--- src/rtl/mips_ctrl_pkg.sv ---
// Shared definitions for the multicycle MIPS main control FSM.
// Holds opcode/func constants, the 3-bit alu_op codes (shared with the
// ALU control decoder), state encodings, mux encodings and the control
// vector struct produced by the output decoder.
package mips_ctrl_pkg;

  // Opcodes (IR[31:26])
  localparam logic [5:0] OP_RTYPE = 6'b000000;
  localparam logic [5:0] OP_J     = 6'b000010;
  localparam logic [5:0] OP_BEQ   = 6'b000100;
  localparam logic [5:0] OP_BNE   = 6'b000101;
  localparam logic [5:0] OP_ADDI  = 6'b001000;
  localparam logic [5:0] OP_SLTI  = 6'b001010;
  localparam logic [5:0] OP_LW    = 6'b100011;
  localparam logic [5:0] OP_SW    = 6'b101011;

  // Function field (IR[5:0]) for jr
  localparam logic [5:0] FUNC_JR  = 6'b001000;

  // alu_op codes consumed by the ALU control decoder
  localparam logic [2:0] ALU_OP_MEM   = 3'b000;
  localparam logic [2:0] ALU_OP_BEQ   = 3'b001;
  localparam logic [2:0] ALU_OP_ARITH = 3'b010;
  localparam logic [2:0] ALU_OP_SLTI  = 3'b011;
  localparam logic [2:0] ALU_OP_BNE   = 3'b100;

  // alu_src_b encodings
  localparam logic [1:0] SRC_B_REG     = 2'b00;
  localparam logic [1:0] SRC_B_FOUR    = 2'b01;
  localparam logic [1:0] SRC_B_IMM     = 2'b10;
  localparam logic [1:0] SRC_B_IMM_SH2 = 2'b11;

  // pc_source encodings
  localparam logic [1:0] PC_SRC_ALU    = 2'b00;
  localparam logic [1:0] PC_SRC_ALUOUT = 2'b01;
  localparam logic [1:0] PC_SRC_JUMP   = 2'b10;

  // FSM states; encodings 14-15 are unused and recover to FETCH
  typedef enum logic [3:0] {
    S_FETCH    = 4'd0,
    S_DECODE   = 4'd1,
    S_MEM_ADDR = 4'd2,
    S_MEM_RD   = 4'd3,
    S_MEM_WB   = 4'd4,
    S_MEM_WR   = 4'd5,
    S_R_EXEC   = 4'd6,
    S_R_WB     = 4'd7,
    S_BRANCH   = 4'd8,
    S_JUMP     = 4'd9,
    S_I_EXEC   = 4'd10,
    S_I_WB     = 4'd11,
    S_JR       = 4'd12,
    S_TRAP     = 4'd13
  } state_t;

  // Datapath control vector (pc_en is derived from it in the top)
  typedef struct packed {
    logic       pc_write;
    logic       pc_write_cond;
    logic       i_or_d;
    logic       mem_read;
    logic       mem_write;
    logic       ir_write;
    logic       mem_to_reg;
    logic       reg_dst;
    logic       reg_write;
    logic       alu_src_a;
    logic [1:0] alu_src_b;
    logic [2:0] alu_op;
    logic [1:0] pc_source;
  } ctrl_t;

endpackage

--- src/rtl/mips_ctrl_outdec.sv ---
// Output decoder for the multicycle MIPS control FSM.
// Purely combinational: maps the current state (plus the latched opcode
// for branch/immediate flavours and mem_ready for the FETCH handshake)
// onto the datapath control vector.
//   state     : current FSM state
//   op_q      : opcode latched in DECODE
//   mem_ready : memory completes the access this cycle
//   ctrl      : control vector (all fields 0 unless listed for the state)
module mips_ctrl_outdec
  import mips_ctrl_pkg::*;
(
  input  state_t     state,
  input  logic [5:0] op_q,
  input  logic       mem_ready,
  output ctrl_t      ctrl
);

  always_comb begin
    ctrl        = '0;
    ctrl.alu_op = ALU_OP_MEM;
    case (state)
      S_FETCH: begin
        // PC+4 is computed every FETCH cycle but only committed, together
        // with the IR load, once memory returns the instruction.
        ctrl.mem_read  = 1'b1;
        ctrl.alu_src_b = SRC_B_FOUR;
        ctrl.pc_source = PC_SRC_ALU;
        ctrl.ir_write  = mem_ready;
        ctrl.pc_write  = mem_ready;
      end
      S_DECODE: begin
        // Speculatively compute the branch target into ALUOut.
        ctrl.alu_src_b = SRC_B_IMM_SH2;
      end
      S_MEM_ADDR: begin
        ctrl.alu_src_a = 1'b1;
        ctrl.alu_src_b = SRC_B_IMM;
      end
      S_MEM_RD: begin
        ctrl.mem_read = 1'b1;
        ctrl.i_or_d   = 1'b1;
      end
      S_MEM_WB: begin
        ctrl.reg_write  = 1'b1;
        ctrl.mem_to_reg = 1'b1;
      end
      S_MEM_WR: begin
        ctrl.mem_write = 1'b1;
        ctrl.i_or_d    = 1'b1;
      end
      S_R_EXEC: begin
        ctrl.alu_src_a = 1'b1;
        ctrl.alu_src_b = SRC_B_REG;
        ctrl.alu_op    = ALU_OP_ARITH;
      end
      S_R_WB: begin
        ctrl.reg_write = 1'b1;
        ctrl.reg_dst   = 1'b1;
      end
      S_BRANCH: begin
        ctrl.alu_src_a     = 1'b1;
        ctrl.alu_src_b     = SRC_B_REG;
        ctrl.alu_op        = (op_q == OP_BNE) ? ALU_OP_BNE : ALU_OP_BEQ;
        ctrl.pc_write_cond = 1'b1;
        ctrl.pc_source     = PC_SRC_ALUOUT;
      end
      S_JUMP: begin
        ctrl.pc_write  = 1'b1;
        ctrl.pc_source = PC_SRC_JUMP;
      end
      S_I_EXEC: begin
        ctrl.alu_src_a = 1'b1;
        ctrl.alu_src_b = SRC_B_IMM;
        ctrl.alu_op    = (op_q == OP_SLTI) ? ALU_OP_SLTI : ALU_OP_MEM;
      end
      S_I_WB: begin
        ctrl.reg_write = 1'b1;
      end
      S_JR: begin
        // rs + rt with rt=$0 passes rs straight through to the PC.
        ctrl.alu_src_a = 1'b1;
        ctrl.alu_src_b = SRC_B_REG;
        ctrl.alu_op    = ALU_OP_ARITH;
        ctrl.pc_source = PC_SRC_ALU;
        ctrl.pc_write  = 1'b1;
      end
      default: ;  // TRAP and unused encodings: everything idle
    endcase
  end

endmodule

--- src/rtl/mips_multicycle_ctrl.sv ---
// Main control FSM of the multicycle MIPS core.
// Sequences fetch/decode/execute/memory/writeback, stalls on mem_ready,
// and traps (sticky illegal flag) on unsupported opcodes.
// Handshake: a memory access started by FETCH, MEM_RD or MEM_WR keeps its
// strobe asserted every cycle until the cycle in which mem_ready=1; that
// cycle completes the access and the FSM leaves the state at the next edge.
// Ports:
//   clk, rst_n            : clock, synchronous active-low reset
//   opcode, func, zero    : instruction fields and ALU zero flag
//   mem_ready             : memory access completes this cycle
//   pc_write..pc_source   : datapath controls (all 0 while rst_n=0)
//   illegal               : sticky unsupported-opcode flag
//   state_o               : current state for debug
module mips_multicycle_ctrl
  import mips_ctrl_pkg::*;
#(
  parameter int STATE_W = 4
) (
  input  logic               clk,
  input  logic               rst_n,
  input  logic [5:0]         opcode,
  input  logic [5:0]         func,
  input  logic               zero,
  input  logic               mem_ready,
  output logic               pc_write,
  output logic               pc_write_cond,
  output logic               pc_en,
  output logic               i_or_d,
  output logic               mem_read,
  output logic               mem_write,
  output logic               ir_write,
  output logic               mem_to_reg,
  output logic               reg_dst,
  output logic               reg_write,
  output logic               alu_src_a,
  output logic [1:0]         alu_src_b,
  output logic [2:0]         alu_op,
  output logic [1:0]         pc_source,
  output logic               illegal,
  output logic [STATE_W-1:0] state_o
);

  state_t     state;
  logic [5:0] op_q;
  logic       illegal_q;
  ctrl_t      ctrl;

  always_ff @(posedge clk) begin
    if (!rst_n) begin
      state     <= S_FETCH;
      op_q      <= '0;
      illegal_q <= 1'b0;
    end else begin
      case (state)
        S_FETCH:    if (mem_ready) state <= S_DECODE;
        S_DECODE: begin
          op_q <= opcode;
          case (opcode)
            OP_LW, OP_SW:    state <= S_MEM_ADDR;
            OP_RTYPE:        state <= (func == FUNC_JR) ? S_JR : S_R_EXEC;
            OP_BEQ, OP_BNE:  state <= S_BRANCH;
            OP_ADDI, OP_SLTI: state <= S_I_EXEC;
            OP_J:            state <= S_JUMP;
            default:         state <= S_TRAP;
          endcase
        end
        S_MEM_ADDR: state <= (op_q == OP_LW) ? S_MEM_RD : S_MEM_WR;
        S_MEM_RD:   if (mem_ready) state <= S_MEM_WB;
        S_MEM_WR:   if (mem_ready) state <= S_FETCH;
        S_R_EXEC:   state <= S_R_WB;
        S_I_EXEC:   state <= S_I_WB;
        S_MEM_WB, S_R_WB, S_I_WB, S_BRANCH, S_JUMP, S_JR:
                    state <= S_FETCH;
        S_TRAP:     illegal_q <= 1'b1;  // absorbing until reset
        default:    state <= S_FETCH;
      endcase
    end
  end

  mips_ctrl_outdec u_outdec (
    .state     (state),
    .op_q      (op_q),
    .mem_ready (mem_ready),
    .ctrl      (ctrl)
  );

  // Outputs are held at 0 while reset is asserted so an abandoned
  // instruction cannot fire a write strobe in the reset cycle.
  assign pc_write      = rst_n & ctrl.pc_write;
  assign pc_write_cond = rst_n & ctrl.pc_write_cond;
  assign pc_en         = rst_n & (ctrl.pc_write | (ctrl.pc_write_cond & zero));
  assign i_or_d        = rst_n & ctrl.i_or_d;
  assign mem_read      = rst_n & ctrl.mem_read;
  assign mem_write     = rst_n & ctrl.mem_write;
  assign ir_write      = rst_n & ctrl.ir_write;
  assign mem_to_reg    = rst_n & ctrl.mem_to_reg;
  assign reg_dst       = rst_n & ctrl.reg_dst;
  assign reg_write     = rst_n & ctrl.reg_write;
  assign alu_src_a     = rst_n & ctrl.alu_src_a;
  assign alu_src_b     = rst_n ? ctrl.alu_src_b : 2'b00;
  assign alu_op        = rst_n ? ctrl.alu_op    : 3'b000;
  assign pc_source     = rst_n ? ctrl.pc_source : 2'b00;
  assign illegal       = rst_n & illegal_q;
  assign state_o       = STATE_W'(state);

endmodule
--- config.mk ---
export PLATFORM = sky130hd
export DESIGN_NAME = mips_multicycle_ctrl
export DESIGN_NICKNAME = d
export VERILOG_FILES = /design/src/rtl/mips_ctrl_pkg.sv /design/src/rtl/mips_ctrl_outdec.sv /design/src/rtl/mips_multicycle_ctrl.sv
export SDC_FILE = /design/constraint.sdc
export NUM_CORES = 1
export LEC_CHECK = 0
export ABC_AREA = 0
export BUFFER_PORTS_ARGS = -buffer_cell sky130_fd_sc_hd__buf_2
export CAP_MARGIN = 20
export CORE_ASPECT_RATIO = 0.9
export CORE_MARGIN = 4
export CORE_UTILIZATION = 45
export CTS_CLUSTER_SIZE = 24
export DETAILED_ROUTE_END_ITERATION = 8
export GPL_TIMING_DRIVEN = 0
export MAX_ROUTING_LAYER = met4
export PLACE_DENSITY = 0.71
export SETUP_SLACK_MARGIN = 0.3
export SLEW_MARGIN = 20
export SYNTH_ARGS = -nofsm -noshare
export SYNTH_HDL_FRONTEND = slang
export SYNTH_HIERARCHICAL = 1
export SYNTH_SLANG_ARGS = --single-unit
--- constraint.sdc ---
create_clock -name clk -period 4.1 [get_ports clk]
set_clock_uncertainty 0.05 [all_clocks]
set_input_delay 0.41 -clock clk [delete_from_list [all_inputs] [get_ports clk]]
set_output_delay 0.41 -clock clk [all_outputs]
set_load 0.02 [all_outputs]
After elaboration in Yosys (flattened, before gate mapping). Cells that the tools add are included.

Flip-flop bits (word level): 11. Bits of input ports: 16. Logic and storage cells: 83. Output and inout bits: 23.

Multiplexer cells: 25. Reductions and logical operators: 13. Equality and inequality tests: 27. Bitwise logic cells: 15.

Operators with widths (count): one-hot mux 4 bit (8 select lines) (1); equality test 4 bit (second input constant) (6); equality test 6 x 4 -> 1 bit (second input constant) (4); one-hot mux 4 bit (5 select lines) (1); equality test 6 x 3 -> 1 bit (second input constant) (3); equality test 6 bit (second input constant) (3); equality test 4 x 3 -> 1 bit (second input constant) (4); 2-to-1 mux 4 bit (4); OR reduction 2 bit (8); AND 1 bit (13); 2-to-1 mux 1 bit (9); 2-to-1 mux 3 bit (3); one-hot mux 3 bit (3 select lines) (1); equality test 4 x 2 -> 1 bit (second input constant) (2); equality test 6 x 2 -> 1 bit (second input constant) (1); zero test 6 bit (1); 2-to-1 mux 2 bit (3); != test 2 bit (second input constant) (3); one-hot mux 2 bit (3 select lines) (1); OR reduction 5 bit (1); equality test 4 x 1 -> 1 bit (second input constant) (1); zero test 4 bit (1); one-hot mux 2 bit (2 select lines) (1); AND reduction 4 bit (1); 4 further kinds (4).

Depth between registers and ports, before layout. Gate-level depths: netlist of the first run.

Depth in word-level cells: 5. Mapped depth: 6. Gate-level depth less buffers: 4.

Cells and area by module. Netlist of the first run, hierarchy kept.

By module, submodules not included: mips_multicycle_ctrl (cells an instance 103, seq. area each 220.2 µm², times used 1, area an instance 814.5 µm²); mips_ctrl_outdec (cells an instance 42, seq. area each 0.0 µm², times used 1, area an instance 246.5 µm²).

Worst setup path after synthesis of the first run. OpenSTA, ideal clock, no wires.

Path kind: flip-flop to output port. From: register state[0] (netlist: state_o[0]). To: output pc_en. Buffers on the path: 1. Cell stages (with the launch flop): 6. Path slack: 1983 ps. Data required time: 3640 ps. Arrival: 1657 ps. Cells stage by stage: dfxtp_1 -> clkbuf_1 -> a21oi_1 -> a221oi_2 -> and2_1 -> a21o_1.

RTL lines: start, declared (line mips_multicycle_ctrl.sv:43) `state_t state;`; start signal, assigned (line mips_multicycle_ctrl.sv:60) `OP_RTYPE: state <= (func == FUNC_JR) ? S_JR : S_R_EXEC;`; start signal, assigned (line mips_multicycle_ctrl.sv:67) `S_MEM_ADDR: state <= (op_q == OP_LW) ? S_MEM_RD : S_MEM_WR;`; end, declared (line mips_multicycle_ctrl.sv:27) `output logic pc_en,`.

==> flow_summary_export.csv, run 1 <==
group,metric,value,unit
clock_tree,postCtsResizedCells,0,
flow_run,maxCapViolCount,0,
synthesis,yosysWarnings,6,
floorplanning,die_w,59.2,um
timing,post-route-min-period,2460,ps
setup_path,cp.required,3640,ps
setup_path,crit_path_end_kind,"primary output",
clock_tree,clk_pin_slew,80,ps
floorplanning,die_area,0.00320,mm^2
global_route,grt_usage,20.5,%
clock_tree,ctsRootBufferMaster,"clkbuf_4",
detailed_routing,vias,1210,
place,dp_hpwl,2360,um
timing,final_max_slew_viol_count,0,
clock_tree,clkSinkCount,11,
detailed_routing,dr.first_iter.drc_count,58,
synthesis,synth_fp_nets,161,
timing,finalHoldViolations,0,
clock_tree,hold_buffers,0,
place,port_buffers,38,
hold_path,min_path_type,"input pin to flip-flop",
global_route,grt_pass1_vias,1127,
clock_tree,htreeDepth,1,
layout,area_growth,23.7,%
detailed_routing,first_pass_iters,5,
detailed_routing,wl_met3,234,um
floorplanning,std_cell_rows,16,
synthesis,seq_area_frac_synth,20.8,%
detailed_routing,wl,2980,um
clock_tree,cts_tree,"yes",
power_and_ir_drop,max-vdd-ir-drop,0.206,mV
timing,maxSlewHeadroom,72.4,%
floorplanning,initial_core_util,48.2,%
synthesis,synth_edf_count,0,
detailed_routing,ant_nets,0,
timing,rsz0062_at_grt,"no",
place,gp_congestion,0.865,
synthesis,synthFlopType,"dfxtp_1",
clock_tree,clk_latency,270,ps
timing,tightest_slew,408,ps
floorplanning,io_pins,39,
synthesis,synth.distinct_cells,47,
layout,stdcell_area,0.00131,mm^2
floorplanning,dieHeight,54.1,um
layout,fin_nets,204,
timing,tns,0,ps
synthesis,ys_ff_latch,11,
synthesis,syn-instance-count,145,
power_and_ir_drop,finalPower,0.000452,W
detailed_routing,vias_per_cell,5.65,
setup_path,worstReg2RegStart,"state_o[0]",
global_route,grt_pass1_wl,4970,um
outcome,status,"complete, no violations",
clock_tree,numCtsBuffers,3,
detailed_routing,wl_met1,1230,um
detailed_routing,routed-wl-met2,1480,um
synthesis,avgSynthCellArea,7.32,um^2
clock_tree,clock_path_buffers,2,
setup_path,crit_start,"state_o[0]",
synthesis,syn_area,0.00106,mm^2
timing,fin_crit_sh,60.0,%
layout,fillers,214,
timing,setup_viol,0,
detailed_routing,wire_per_inst,13.9,um
layout,most-common-layout-cells,"buf_2, and2_1, nor2_1",
layout,drive_above_1_share,27.8,%
place,placed_area,0.00128,mm^2
power_and_ir_drop,power.density,345,mW/mm^2
setup_path,arrival,2000,ps
synthesis,synthArstFlopShare,0,%
layout,diodes,0,
detailed_routing,drc_errors,0,
setup_path,cp-start-kind,"flip-flop",
global_route,antenna_found_initial,0,
timing,fmax,407,MHz
layout,final_common_cell,"buf_2",
setup_path,critPathMaxFanout,15,
global_route,overflow,0,
hold_path,hp-start,"opcode[5]",
clock_tree,postCtsSetupBuffers,0,
setup_path,crit_type,"flip-flop to primary output",
floorplanning,core,0.00220,mm^2
power_and_ir_drop,leakage,0.588,nW
global_route,grt_max_degree,16,
detailed_routing,highest_layer,"met4",
==> critical path: stages, from the launching register on <==
cell and delay [ps]:
dfxtp_1 570, clkbuf_1 360, a21oi_1 140, a221oi_2 220, and2_1 180, a21o_1 90
buf_2 160
==> synthesized netlist by cell type (4+ instances only) <==
cell       n  share of area, %
and2_1    18                11
nor2_1    12               4.2
dfxtp_1   11                21
nor2b_1    9               5.3
nand2_1    8               2.8
nand2b_1   8               4.7
mux2i_1    6               5.7
nor3_1     6               2.8
o21ai_0    6               2.8
a21oi_1    5               2.4
buf_2      4               1.9
clkbuf_1   4               1.4
nand4_1    4               2.4
==> power breakdown <==
group	internal [W]	leakage (nW)	switching [W]
registers	0.000122	0.0898	0.0000217
clock network	0.0000361	0.0177	0.0000391
logic	0.000100	0.481	0.000134
total	0.000258	0.588	0.000194
==> per-layer routing <==
layer	global-route usage, %	vias up
met2	35.6	51
li1	-	600
met4	7.55	0
met1	24.2	555
met5	-	-
met3	2.40	4
==> final cells by class <==
cell class                      count  area, um^2  share of cell area (%)
Tap cell                           27        33.8                    2.57
Inverter                            1        3.75                   0.286
Clock inverter                      1        5.00                   0.381
Multi-Input combinational cell    122         783                    59.7
Clock buffer                        3        22.5                    1.72
Sequential cell                    11         220                    16.8
Timing Repair Buffer               38         190                    14.5
Buffer                             11        53.8                    4.10
==> worst paths after layout <==
| kind | to | slack (ps) | cells after the start |
|---|---|---|---|
| worst max register to register | state_o[3] | 2470 | 5 |
| worst min register to register | illegal_q | 450 | 2 |
| worst max-delay path | pc_en | 1640 | 6 |
| worst min-delay path | op_q[5] | 420 | 3 |
==> flip-flops by register name (all words and copies together) (netlist names) <==
name / cells
state_o: 4
op_q: 6
illegal_q: 1
==> through the flow <==
| step | util [%] | hold WS, ps | cells | setup slack, ps |
|---|---|---|---|---|
| floorplan | - | 400 | 145 | 1980 |
| global placement | 58.4 | 417 | 210 | 1980 |
| detailed placement | 58.4 | 431 | 210 | 1960 |
| CTS | 59.6 | 409 | 214 | 1630 |
| global route | 59.6 | 423 | 214 | 1480 |
| finish | 59.6 | 419 | 214 | 1640 |
==> cells by family (layout without fill, tap and decap cells) <==
family | Yosys count | in the layout | synth area share, %
muxes | 6 | 6 | 5.66
and+or+nand+nor | 86 | 86 | 48.6
buffers and inverters | 12 | 54 | 5.42
xor gates and xnor gates | 2 | 2 | 1.65
AOI/OAI and AO/OA | 28 | 28 | 17.9
DFF | 11 | 11 | 20.8
Note: power is estimated with default switching activity, not from simulation.
==> run 2: changes to the inputs <==
Settings changed: CORE_UTILIZATION 45 to 44, PLACE_DENSITY 0.71 to 0.72.
Clock period 4.1 ns to 2.09 ns, I/O delays scaled along.
==> run 2 against run 1 <==
Combinational power increased by 140%. Design area increased by 14%. Routed wire length increased by 6.5%. Largest power group unchanged. Worst setup slack got worse by 1500 ps. Clock-buffer cell count increased by 1. Critical path depth unchanged. Sequential power increased by 100%. Via count increased by 3.5%. First-iteration DRC count increased by 3.4%. Clock power increased by 100%. Largest cell class unchanged. Sequential share of layout area decreased by 1.4 points. Cell count increased by 2.8%.
==> flow_summary_export.csv, run 2 (same netlist as run 1, synthesis figures left out) <==
group,metric,value,unit
outcome,status,"complete, no violations",
global_route,antenna_found_initial,0,
timing,setup_viol,0,
timing,post-route-min-period,1980,ps
clock_tree,ctsRootBufferMaster,"clkbuf_4",
layout,final_common_cell,"buf_2",
flow_run,maxCapViolCount,0,
timing,rsz0062_at_grt,"yes",
setup_path,crit_type,"flip-flop to primary output",
timing,maxSlewHeadroom,74.8,%
setup_path,arrival,1720,ps
setup_path,cp-start-kind,"flip-flop",
layout,area_growth,41.5,%
floorplanning,core,0.00224,mm^2
setup_path,crit_path_end_kind,"primary output",
clock_tree,clock_path_buffers,2,
setup_path,cp.required,1830,ps
layout,instances_no_fill,220,
detailed_routing,wire_per_inst,14.4,um
detailed_routing,vias_per_cell,5.69,
floorplanning,initial_core_util,47.3,%
detailed_routing,wl,3170,um
layout,most-common-layout-cells,"buf_2, and2_1, buf_4",
clock_tree,htreeDepth,1,
timing,fmax,505,MHz
global_route,grt_usage,19.7,%
floorplanning,die_area,0.00326,mm^2
layout,drive_above_1_share,37.8,%
layout,diodes,0,
global_route,grt_pass1_wl,4770,um
place,place_ws,282,ps
timing,finalHoldViolations,0,
layout,regMostFlops,"op_q",
clock_tree,hold_buffers,0,
global_route,grt_pass1_vias,1075,
power_and_ir_drop,max-vdd-ir-drop,0.436,mV
timing,tightest_slew,373,ps
place,dp_cells,210,
place,dp_hpwl,2240,um
power_and_ir_drop,leakage,0.648,nW
detailed_routing,first_pass_iters,4,
global_route,grt_max_degree,16,
place,port_buffers,38,
clock_tree,cts_tree,"yes",
timing,fin_crit_sh,94.8,%
detailed_routing,routed-wl-met2,1580,um
clock_tree,clkSinkCount,11,
place,placed_area,0.00129,mm^2
layout,fin_util,67.0,%
detailed_routing,drc_errors,0,
place,gp_congestion,0.899,
floorplanning,io_pins,39,
power_and_ir_drop,power.density,673,mW/mm^2
layout,largest_reg_flops,6,
detailed_routing,ant_nets,0,
global_route,overflow,0,
layout,fin_nets,210,
layout,stdcell_area,0.00150,mm^2
detailed_routing,highest_layer,"met4",
detailed_routing,vias,1252,
setup_path,critPathMaxFanout,2,
hold_path,min_path_type,"input pin to flip-flop",
clock_tree,numCtsBuffers,3,
timing,setup_ws,109,ps
detailed_routing,dr.first_iter.drc_count,60,
clock_tree,clk_latency,270,ps
floorplanning,die_w,59.8,um
timing,tns,0,ps
detailed_routing,wl_met1,1360,um
detailed_routing,wl_met3,215,um
clock_tree,clk_pin_slew,80,ps
timing,final_max_slew_viol_count,0,
floorplanning,std_cell_rows,16,
floorplanning,dieHeight,54.6,um
==> run 2: cell types whose count changed in the layout (fill, tap and decap cells not counted), sizes merged <==
cell / change
clkinv: -1
clkbuf: +1
buf: +6
==> run 2: layout make-up <==
| class | instances | area [um^2] |
|---|---|---|
| inverter | 1 | 3.75 |
| buffer | 11 | 80.1 |
| tap | 27 | 33.8 |
| fill | 194 | 741 |
| multi-input combinational | 122 | 846 |
| timing repair buffer | 44 | 282 |
| clock buffer | 4 | 26.3 |
| sequential | 11 | 230 |
==> run 2: worst paths after layout <==
check | end | depth (start not counted) | slack (ps) | start
min reg2reg | illegal_q | 2 | 440 | illegal_q
max reg2reg | state_o[3] | 7 | 440 | state_o[3]
max | pc_en | 6 | 110 | state_o[3]
min | op_q[3] | 3 | 210 | opcode[3]
==> run 2: power breakdown <==
group	total (W)	internal, W	switching, W	leakage (nW)
logic	0.000572	0.000279	0.000294	0.541
clock network	0.000151	0.0000739	0.0000776	0.0150
registers	0.000287	0.000242	0.0000447	0.0920
total	0.00101	0.000595	0.000416	0.648
==> run 2: layer usage <==
layer	track usage (%)	vias up
met1	23.1	582
li1	-	613
met4	7.38	0
met2	35.3	55
met3	1.65	2
met5	-	-
==> run 2: critical path, cell delays in order (launching register included) <==
cell	delay, ps
dfxtp_2	340
buf_6	110
or3b_4	370
a221oi_2	240
and2_4	170
a21o_1	100
buf_6	120
==> run 2: what timing repair did <==
item,CTS,global route
gates resized for setup,18,19
pin swaps,3,3
hold endpoints to repair,0,0
setup endpoints to repair,12,12
setup buffers,3,3
gates cloned,0,0
==> run 2: per-stage QoR <==
stage	total power [W]	hold slack [ps]
finish	0.00101	214
detailed placement	0.000746	420
CTS	0.000941	202
floorplan	0.000621	321
global placement	0.000730	419
global route	0.00107	221
==> run 3: changes to the inputs <==
Settings changed: GPL_TIMING_DRIVEN 0 to unset.
==> run 3 against run 2 <==
Worst setup slack improved by 100 ps. Clock power decreased by 4%. Utilization decreased by 4.5 points. Combinational power decreased by 9.3%. Design area decreased by 6.7%. Total power decreased by 6.3%. Hold slack improved by 2.8 ps. Largest cell class unchanged. Largest power group unchanged.
==> flow_summary_export.csv, run 3 (same netlist as run 1, synthesis figures left out) <==
group,metric,value,unit
timing,fmax,533,MHz
clock_tree,htreeDepth,1,
global_route,use_met1,22.6,%
timing,post-route-min-period,1880,ps
layout,multi_input_area,808,um^2
setup_path,crit_path_end_kind,"primary output",
place,place_ws,408,ps
detailed_routing,wire_per_inst,13.1,um
flow_run,maxCapViolCount,0,
setup_path,critPathMaxFanout,4,
layout,seqCellArea,235,um^2
global_route,gr-usage-met2,27.5,%
timing,rsz0062_at_grt,"yes",
clock_tree,cts_tree,"yes",
clock_tree,clkSinkCount,11,
timing,fin_crit_sh,89.8,%
floorplanning,dieHeight,54.6,um
detailed_routing,drc_errors,0,
floorplanning,initial_core_util,47.3,%
global_route,antenna_found_initial,0,
setup_path,worstReg2RegStart,"state_o[3]",
layout,largest_reg_flops,6,
clock_tree,numCtsBuffers,3,
layout,area_growth,32.1,%
hold_path,min_path_type,"input pin to flip-flop",
timing,tightest_slew,414,ps
detailed_routing,vias,1221,
setup_path,crit_type,"flip-flop to primary output",
layout,drive_above_1_share,34.9,%
timing,setup_viol,0,
global_route,grt_most_used_layer,"met2",
layout,regMostFlops,"op_q",
global_route,grt_max_degree,33,
global_route,grt_pass1_wl,4330,um
setup_path,slowest_delay,400,ps
setup_path,r2r_slack,460,ps
detailed_routing,dr.first_iter.drc_count,33,
setup_path,arrival,1620,ps
clock_tree,ctsRootBufferMaster,"clkbuf_4",
hold_path,worstHoldPathCells,3,
layout,fin_nets,206,
setup_path,cp.required,1830,ps
timing,setup_ws,213,ps
setup_path,critPathSlowestCell,"or3b_1",
outcome,status,"complete, no violations",
power_and_ir_drop,leakage,0.631,nW
layout,fin_util,62.5,%
setup_path,r2r_cells,6,
floorplanning,std_cell_rows,16,
clock_tree,clock_path_buffers,2,
setup_path,path_cells,"or3b_1 -> a221oi_2 -> and2_4 -> a21o_1 -> buf_6",
floorplanning,io_pins,39,
hold_path,holdPathEnd,"op_q[3]",
floorplanning,die_area,0.00326,mm^2
place,gp_congestion,0.809,
timing,tns,0,ps
global_route,grt_pass1_vias,1013,
layout,final_common_cell,"buf_2",
timing,maxSlewHeadroom,72.4,%
setup_path,cp-start-kind,"flip-flop",
layout,most-common-layout-cells,"buf_2, and2_1, buf_4",
setup_path,path_delay_family,"simple AND/OR/NAND/NOR gates",
detailed_routing,wl,2820,um
timing,finalHoldViolations,0,
layout,fillers,198,
setup_path,r2r_end,"op_q[0]",
clock_tree,clk_latency,260,ps
power_and_ir_drop,finalPower,0.000947,W
floorplanning,core,0.00224,mm^2
power_and_ir_drop,max-vdd-ir-drop,0.389,mV
global_route,overflow,0,
detailed_routing,vias_per_cell,5.65,
hold_path,hp-start,"opcode[3]",
detailed_routing,ant_nets,0,
layout,diodes,0,
power_and_ir_drop,power.density,676,mW/mm^2
global_route,met3_usage,2.36,%
clock_tree,clk_pin_slew,70,ps
place,dp_hpwl,1960,um
detailed_routing,first_pass_iters,4,
global_route,grt_usage,17.5,%
floorplanning,die_w,59.8,um
setup_path,crit_buf_inv,1,
place,port_buffers,38,
timing,final_max_slew_viol_count,0,
run 3: cell types whose count changed in the layout (fill, tap and decap cells not counted), sizes merged:
cell | previous run | this run
clkbuf | 8 | 4
run 3: where the power goes:
group / switching (W) / internal, W
Sequential: 0.0000398 / 0.000243
Clock: 0.0000710 / 0.0000737
Combinational: 0.000274 / 0.000246
Total: 0.000384 / 0.000562
run 3: area by class of cell:
cell class              count  area share, %
flip-flops and latches     11           16.8
well taps                  27           2.41
clock buffers               4           1.88
inverters                   1          0.268
repair buffers             51           21.0
multi-input cells         122           57.7
run 3: layer usage:
metal | routed length (um) | vias up
met1 | 1240 | 564
met2 | 1300 | 50
met5 | 0 | -
met4 | 37 | 0
li1 | - | 601
met3 | 241 | 6
run 3: metrics by stage:
step                hold slack (ps)  cells  instance area, um^2
floorplan                       321    145                 1070
global placement                415    202                 1260
detailed placement              426    202                 1260
CTS                             221    211                 1340
global route                    245    216                 1400
finish                          216    216                 1400
run 3: what timing repair did:
item | 4_1_cts | 5_1_grt
endpoints found under the setup margin | 8 | 13
pin swaps | 1 | 0
gates cloned | 0 | 0
hold endpoints to repair | 0 | 0
gates resized for setup | 7 | 5
hold buffers | 0 | 0
setup buffers | 5 | 5
run 3: worst max path at each step:
stage / slack [ps] / cells past startpoint / from / to
finish: 210 / 5 / state_o[3] / pc_en
global route: 150 / 5 / state_o[3] / pc_en
floorplan: 300 / 6 / state_o[2] / pc_en
CTS: 240 / 5 / state_o[3] / pc_en
detailed placement: 410 / 5 / state_o[0] / pc_en
global placement: 420 / 5 / state_o[2] / pc_en
run 3: worst reg2reg max path: cells and delay by family, from the launching register on:
kind	cells	cell delay [ps]
muxes	1	200
and+or+nand+nor	2	400
DFF	1	350
buffers and inverters	3	520
